[src/rtl/io_dec_printer.sv]
// Prints each 64-bit value written by the CPU as unsigned decimal ASCII followed by a terminator byte.
// Incoming values are queued in a small FIFO and converted by a serial double-dabble engine.
//
// state | meaning
// IDLE  | waiting for a queued value; pops the FIFO head into the converter
// CONV  | 64 double-dabble iterations, binary -> 20-digit BCD
// EMIT  | presenting BCD digits, most significant non-zero digit first
// EOL   | presenting the terminator byte
module io_dec_printer #(
  parameter int          FIFO_DEPTH = 4,
  parameter logic [7:0]  EOL_CHAR   = 8'h0A
) (
  input  logic        clk,
  input  logic        rst_n,
  input  logic        io_write,
  input  logic [63:0] io_data,
  output logic        tx_valid,
  output logic [7:0]  tx_data,
  input  logic        tx_ready,
  output logic        busy,
  output logic [15:0] drop_cnt
);

  localparam int AW = $clog2(FIFO_DEPTH);

  typedef enum logic [1:0] {IDLE, CONV, EMIT, EOL} state_t;

  state_t      state, state_nxt;
  logic        io_write_q;
  logic [63:0] mem [FIFO_DEPTH];
  logic [AW:0] wr_ptr, rd_ptr;
  logic        empty, full, write_edge, push, pop;

  logic [63:0] bin, bin_shift;
  logic [79:0] bcd, bcd_adj, bcd_shift;
  logic [5:0]  conv_cnt;
  logic [4:0]  dig_idx, lead_idx;
  logic [3:0]  cur_digit;

  assign empty      = (wr_ptr == rd_ptr);
  assign full       = (wr_ptr[AW] != rd_ptr[AW]) && (wr_ptr[AW-1:0] == rd_ptr[AW-1:0]);
  assign write_edge = io_write && !io_write_q;
  assign pop        = (state == IDLE) && !empty;
  assign push       = write_edge && (!full || pop);
  assign busy       = !empty || (state != IDLE);
  assign cur_digit  = bcd[{dig_idx, 2'b00} +: 4];

  // One double-dabble step; lead_idx finds the top non-zero digit of the step result
  // so the final iteration can hand EMIT its start position without a skip cycle.
  always_comb begin
    bcd_adj = bcd;
    for (int i = 0; i < 20; i++) begin
      if (bcd[4*i +: 4] >= 4'd5) bcd_adj[4*i +: 4] = bcd[4*i +: 4] + 4'd3;
    end
    {bcd_shift, bin_shift} = {bcd_adj[78:0], bin, 1'b0};
    lead_idx = '0;
    for (int i = 0; i < 20; i++) begin
      if (bcd_shift[4*i +: 4] != 4'd0) lead_idx = 5'(i);
    end
  end

  always_comb begin
    state_nxt = state;
    tx_valid  = 1'b0;
    tx_data   = 8'h00;
    case (state)
      IDLE: if (!empty) state_nxt = CONV;
      CONV: if (conv_cnt == 6'd0) state_nxt = EMIT;
      EMIT: begin
        tx_valid = 1'b1;
        tx_data  = 8'h30 + {4'h0, cur_digit};
        if (tx_ready && dig_idx == 5'd0) state_nxt = EOL;
      end
      EOL: begin
        tx_valid = 1'b1;
        tx_data  = EOL_CHAR;
        if (tx_ready) state_nxt = IDLE;
      end
      default: state_nxt = IDLE;
    endcase
  end

  always_ff @(posedge clk or negedge rst_n) begin
    if (!rst_n) state <= IDLE;
    else        state <= state_nxt;
  end

  // Storage carries no reset; emptiness is defined by the pointers alone.
  always_ff @(posedge clk) begin
    if (push) mem[wr_ptr[AW-1:0]] <= io_data;
  end

  always_ff @(posedge clk or negedge rst_n) begin
    if (!rst_n) begin
      io_write_q <= 1'b0;
      wr_ptr     <= '0;
      rd_ptr     <= '0;
      drop_cnt   <= '0;
      bin        <= '0;
      bcd        <= '0;
      conv_cnt   <= '0;
      dig_idx    <= '0;
    end else begin
      io_write_q <= io_write;
      if (push) wr_ptr <= wr_ptr + 1'b1;
      else if (write_edge && drop_cnt != 16'hFFFF) drop_cnt <= drop_cnt + 16'd1;
      case (state)
        IDLE: if (pop) begin
          rd_ptr   <= rd_ptr + 1'b1;
          bin      <= mem[rd_ptr[AW-1:0]];
          bcd      <= '0;
          conv_cnt <= 6'd63;
        end
        CONV: begin
          bin      <= bin_shift;
          bcd      <= bcd_shift;
          conv_cnt <= conv_cnt - 6'd1;
          if (conv_cnt == 6'd0) dig_idx <= lead_idx;
        end
        EMIT: if (tx_ready && dig_idx != 5'd0) dig_idx <= dig_idx - 5'd1;
        default: ;
      endcase
    end
  end

endmodule

[config.mk]
export PLATFORM = sky130hd
export DESIGN_NAME = io_dec_printer
export DESIGN_NICKNAME = d
export VERILOG_FILES = /design/src/rtl/io_dec_printer.sv
export SDC_FILE = /design/constraint.sdc
export NUM_CORES = 1
export LEC_CHECK = 0
export ABC_AREA = 1
export CELL_PAD_IN_SITES_DETAIL_PLACEMENT = 1
export CELL_PAD_IN_SITES_GLOBAL_PLACEMENT = 1
export CORE_MARGIN = 2
export CORE_UTILIZATION = 50
export CTS_BUF_LIST = sky130_fd_sc_hd__clkbuf_4
export DETAILED_ROUTE_END_ITERATION = 12
export GPL_TIMING_DRIVEN = 0
export HOLD_SLACK_MARGIN = 0.05
export PLACE_DENSITY = 0.87
export SYNTH_ARGS = -nofsm -noshare
export SYNTH_HDL_FRONTEND = slang
export SYNTH_SLANG_ARGS = --single-unit
[constraint.sdc]
create_clock -name clk -period 4.7 [get_ports clk]
set_input_delay 0.705 -clock clk [delete_from_list [all_inputs] [get_ports clk]]
set_output_delay 0.705 -clock clk [all_outputs]
set_load 0.01 [all_outputs]
==> results.cfg, run 1 <==
[place]
dp.cells = 2620
pre_cts_ws_ps = 1200
gp_congestion = 0.885
dp_hpwl_mm = 40.3
io_buffers = 91

[floorplanning]
num_io_pins = 94
chipHeight_um = 205
dieWidth_um = 205
die_area_sq_mm = 0.0419
rows = 73
initial_core_util_pct = 50.7
coreArea_sq_mm = 0.0397

[worst_setup_path]
worstPathCellList = clkbuf_1, clkbuf_1, clkbuf_1, a21oi_1, o21ai_0, nand3_1, a31oi_1, clkdlybuf4s50_1
crit_top_cell = clkbuf_1
cp_slowest_cell = clkdlybuf4s50_1
worstPathArrival_ps = 3710
path_max_fanout = 10
cpPeakStageDelay_ps = 600
cp.required_ps = 3990
critPathLaunchType = register
worstSetupPathType = reg2out
endpoint_kind = output pin

[final_layout]
post-route-util_pct = 58.9
drive_gt1_share_pct = 9.07
instances_no_fill = 2832
final_nets = 2335
area_growth_pct = 16.2
fill_cells = 4435

[sta]
slew_violations = 0
slew_headroom_pct = 40.1
setup_viol_count_final = 0
tightest_slew_ps = 899
timing_hold_violations_final = 0
setup_ws_ps = 289
maxClockFrequency_mhz = 227
rsz0062_at_grt = no
tns_ps = 0
skew_ps = 90.9
period_needed_ps = 4410
timing.final.crit_share_pct = 93.9

[power]
p_sw_share_pct = 42.3
p_comb_share_pct = 38.3
vdd_ir_drop_max_v = 0.000440
power.total_uw = 13600
p_seq_share_pct = 37.0
pwr-share-clk_pct = 24.7
p_per_area_mw_per_mm2 = 582
p_sw_uw = 5750
p_leak_uw = 0.00915
intPower_uw = 7850

[routing]
wl_per_cell_um = 21.9
postRouteAntennaNets = 0
vias = 16475
firstDrtPassIters = 5
drt_wl_total_mm = 61.9
post-route-drc-count = 0
via_per_inst = 5.82
drt_iter0_drc = 1189

[global_route]
grt_pass1_wl_mm = 98.4
grt_usage_pct = 30.3
grt_pass1_vias = 18403
overflow = 0
grt_max_degree = 110
antenna_found_initial = 7

[logic_synthesis]
ys_seq_area_share_pct = 60.6
syn_avg_cell_area_sq_um = 10.1
netlist_instances = 1994
ys_ff_latch = 436
synthTopCellsByArea = edfxtp_1 (38%), dfrtp_1 (22%), o21ai_0 (7.5%)
ys_types = 37
synth_edf_count = 256
ys.flop_type = edfxtp_1
yosys-top-cells-count = o21ai_0 (302), edfxtp_1 (256), inv_1 (246)
yosysWarnings = 0
synth_top_area_cell = edfxtp_1
synth.top_cell.area_share_pct = 38.2
syn-cell-area_sq_mm = 0.0201
synthArstFlopShare_pct = 41.3
yosysMostFrequentCell = o21ai_0

[clock_network]
cts_sinks = 436
cts_max_level = 3
cts_inserted_buffers = 114
clk_path_buf_depth = 3
post_cts_buffers = 0
cts_tree = done
cts.repair.resized = 0
clock_latency_ps = 890
cts_root_buf = clkbuf_4
path_clk_slew_ps = 70

[outcome]
run_status = completed

[worst_hold_path]
hp-class = in2reg

[run]
maxCapViolations = 0
## routing by layer
metal	vias to the layer above	share of wire [%]	GRT usage (%)
met5	-	0.081	0
met3	181	6.5	6.49
met1	8218	37	33.6
met4	8	3.7	15.4
li1	7438	-	-
met2	630	52	54.5
## cell type report
cell class	count	area, sq um	share of cell area [%]
Tap cell	525	657	2.81
Inverter	247	927	3.96
Clock inverter	43	191	0.819
Multi-Input combinational cell	1207	6640	28.4
Sequential cell	436	12200	52.1
Clock buffer	166	1250	5.33
Antenna cell	2	5.00	0.0214
Timing Repair Buffer	101	1120	4.79
Buffer	105	405	1.73
## worst paths after layout
path | startpoint | to | slack (ps) | cells after the start
max reg2reg | state[1] | bin[20] | 1450 | 8
min in group asynchronous | rst_n | bcd[61] | 430 | 2
max in group asynchronous | rst_n | bin[8] | 3270 | 3
min reg2reg | drop_cnt[9] | drop_cnt[9] | 500 | 1
min | io_write | io_write_q | 360 | 1
max | dig_idx[0] | tx_data[3] | 290 | 8
## per-stage QoR
step	cell area (sq um)	hold WS, ps
6_report	23400	364
5_1_grt	23400	349
4_1_cts	23400	320
3_5_place_dp	21900	494
3_3_place_gp	21700	480
2_1_floorplan	20100	409
## what timing repair did
| action | 4_1_cts | 5_1_grt |
|---|---|---|
| endpoints found under the hold margin | 71 | 0 |
| hold buffers | 1 | 0 |
| endpoints found under the setup margin | 0 | 0 |
## state kept, by name (all words and copies together) (netlist names)
register	count
rd_ptr	3
drop_cnt	16
bin	64
wr_ptr	3
conv_cnt	6
dig_idx	5
mem	256
io_write_q	1
state	2
bcd	80
## power by group through the flow
stage                     Sequential, uW  Clock [uW]  Combinational [uW]
after global routing                5070        3590                5670
after CTS                           5020        3400                5140
after floorplan                     5020           0                3080
after global placement              5080           0                4480
final                               5030        3360                5210
after detailed placement            5070           0                4960
## cells in the final DEF, fill, tap and decap left out, types with 6 or more instances in the layout
cell | netlist | final
ha_1 | 55 | 55
edfxtp_1 | 256 | 256
a21oi_1 | 97 | 97
inv_1 | 246 | 246
clkbuf_4 | 0 | 166
clkdlybuf4s50_1 | 0 | 90
nand3_1 | 42 | 42
o21ai_0 | 302 | 302
xnor2_1 | 11 | 11
clkbuf_1 | 98 | 98
nor2_4 | 2 | 6
nor3_1 | 10 | 10
o211ai_1 | 65 | 65
nor2_1 | 179 | 175
o22ai_1 | 128 | 128
xor2_1 | 39 | 39
dfrtp_1 | 180 | 180
nand4_1 | 19 | 19
or2_2 | 6 | 6
clkinv_1 | 0 | 33
nand2_1 | 223 | 223
buf_12 | 0 | 7
## worst max-delay path: cells and delay by family, from the launching register on
| family | cells | cell delay (ps) |
|---|---|---|
| AND/OR/NAND/NOR | 1 | 160 |
| AO/OA/AOI/OAI | 3 | 540 |
| buffers and inverters | 4 | 1830 |
| flip-flops | 1 | 350 |
## cells by family (layout without fill, tap and decap cells)
| group | Yosys count | after routing | share of synthesized area (%) |
|---|---|---|---|
| compound gates | 606 | 606 | 16.9 |
| mux | 1 | 1 | 0.0559 |
| buf+inv | 352 | 662 | 6.62 |
| xor+xnor | 50 | 50 | 2.18 |
| other cells | 1 | 4 | 0.0186 |
| fa+ha+maj | 55 | 55 | 3.42 |
| simple gates | 493 | 493 | 10.2 |
| flops | 436 | 436 | 60.6 |
Power figures use the tool's default switching activity.
==> inputs of run 2 (changes only) <==
--- a/config.mk
+++ b/config.mk
@@ -14,7 +14,7 @@
 export DETAILED_ROUTE_END_ITERATION = 12
 export GPL_TIMING_DRIVEN = 0
 export HOLD_SLACK_MARGIN = 0.05
-export PLACE_DENSITY = 0.87
+export PLACE_DENSITY = 0.82
 export SYNTH_ARGS = -nofsm -noshare
 export SYNTH_HDL_FRONTEND = slang
 export SYNTH_SLANG_ARGS = --single-unit
==> run 2 against run 1 <==
Routed wire length down 7.0%. Fmax up 1.7%. Clock skew down 48 ps. Critical path depth up 1. Worst setup slack better by 76 ps. Clock power about the same. Final area about the same. Sequential share of layout area about the same. Worst hold slack worse by 49 ps. Clock-buffer cell count up 8. Sequential cell count unchanged.
==> results.cfg, run 2 (same netlist as run 1, synthesis figures left out) <==
[place]
dp_hpwl_mm = 38.1
gp_congestion = 0.836
pre_cts_ws_ps = 1270
io_buffers = 91
placed_cell_area_sq_mm = 0.0219

[final_layout]
fill_cells = 4398
design_area_sq_mm = 0.0234
area_growth_pct = 16.2
largest_reg_flops = 256
final_common_cell = o21ai_0
drive_gt1_share_pct = 9.32
mostFrequentLayoutCells = o21ai_0 (302), edfxtp_1 (256), inv_1 (246)
final_nets = 2333

[sta]
timing_hold_violations_final = 0
slew_violations = 0
slew_headroom_pct = 41.5
setup_viol_count_final = 0
timing.final.crit_share_pct = 92.2
skew_ps = 43.0
rsz0062_at_grt = no
period_needed_ps = 4340
maxClockFrequency_mhz = 231
setup_ws_ps = 364
tightest_slew_ps = 878

[floorplanning]
chipHeight_um = 205
rows = 73
dieWidth_um = 205
initial_core_util_pct = 50.7
coreArea_sq_mm = 0.0397
die_area_sq_mm = 0.0419
num_io_pins = 94

[worst_setup_path]
cp.required_ps = 3990
worstPathArrival_ps = 3630
critPathLaunchType = register
worstSetupPathType = reg2out
timing.critical_path.to = tx_data[3]
path_max_fanout = 10
endpoint_kind = output pin
crit_path_start = dig_idx[0]
r2r_end = bin[49]
r2r_setup_slack_ps = 1720
timing.rr.start = state[1]
worstRegToRegCells = 8

[clock_network]
clk_path_buf_depth = 3
cts_tree = done
cts_inserted_buffers = 112
cts_sinks = 436
path_clk_slew_ps = 70
post_cts_buffers = 0
cts_root_buf = clkbuf_4
cts_max_level = 3
clock_latency_ps = 850

[outcome]
run_status = completed

[run]
maxCapViolations = 0

[global_route]
grt_pass1_wl_mm = 93.4
overflow = 0
antenna_found_initial = 7
grt_usage_pct = 28.3
grt_max_degree = 100
grt_pass1_vias = 17836

[routing]
via_per_inst = 5.70
firstDrtPassIters = 5
postRouteAntennaNets = 0
drt_iter0_drc = 1089
drt_wl_total_mm = 57.6
post-route-drc-count = 0
vias = 16080
wl_per_cell_um = 20.4

[power]
p_sw_share_pct = 40.8
p_comb_share_pct = 37.5
p_sw_uw = 5490
pwr-share-clk_pct = 25.3
intPower_uw = 7950
p_leak_uw = 0.00917
p_seq_share_pct = 37.2
vdd_ir_drop_max_v = 0.000285
p_per_area_mw_per_mm2 = 575

[worst_hold_path]
hp-class = in2reg
holdCritStartpoint = io_write
[run 2: cell types whose count changed in the layout (fill, tap and decap cells not counted), sizes merged]
cell,previous run,this run
clkbuf,264,272
diode,2,1
clkinvlp,2,0
clkinv,38,22
inv,250,251
bufinv,0,1
[run 2: cell type report]
| cell class | count | area (sq um) | share of cell area [%] |
|---|---|---|---|
| Clock inverter | 27 | 145 | 0.621 |
| Clock buffer | 174 | 1310 | 5.58 |
| Antenna cell | 1 | 2.50 | 0.0107 |
| Tap cell | 525 | 657 | 2.81 |
| Sequential cell | 436 | 12200 | 52.1 |
| Multi-Input combinational cell | 1207 | 6640 | 28.4 |
| Buffer | 105 | 405 | 1.73 |
| Timing Repair Buffer | 101 | 1110 | 4.76 |
| Inverter | 247 | 927 | 3.96 |
[run 2: stage by stage]
step	TNS, ps	power, uW	cells	utilization [%]	hold WS (ps)
finish	0	13400	2823	58.9	316
global placement	-1517560	9610	2611	54.6	478
floorplan	0	8090	1995	-	409
detailed placement	0	9950	2620	55.2	489
CTS	0	13500	2822	58.9	248
global route	0	14300	2823	58.9	272
[run 2: worst min-delay path by stage]
stage / endpoint / cells past startpoint
3_5_place_dp: rd_ptr[2] / 1
4_1_cts: io_write_q / 1
5_1_grt: io_write_q / 1
6_report: io_write_q / 1
2_1_floorplan: bcd[0] / 0
3_3_place_gp: wr_ptr[2] / 1
[run 2: layer usage]
metal | share of wire [%] | GRT usage (%) | wire [um] | vias up
met1 | 40 | 33.2 | 23000 | 8051
met3 | 5.8 | 6.32 | 3320 | 137
met5 | 0.16 | 0 | 92 | -
met4 | 2.4 | 11.2 | 1390 | 12
li1 | - | - | - | 7418
met2 | 52 | 50.4 | 29800 | 462
[run 2: power groups by stage]
stage | clock, uW | sequential, uW | combinational [uW]
after global routing | 3640 | 5050 | 5590
after floorplan | 0 | 5020 | 3080
final | 3390 | 5000 | 5040
after CTS | 3450 | 5000 | 5010
after detailed placement | 0 | 5070 | 4890
after global placement | 0 | 5080 | 4530
[run 2: what timing repair did]
action / in CTS / in global routing
resized for setup: 0 / 0
hold endpoints to repair: 81 / 0
hold buffers: 1 / 0
[run 2: worst max-delay path, stage by stage (launching register included)]
cell	delay (ps)
dfrtp_1	380
inv_1	70
clkbuf_1	410
clkbuf_1	480
o21ai_0	250
nand2_1	130
a32o_1	180
o21ai_0	100
a31oi_1	200
clkdlybuf4s50_1	570
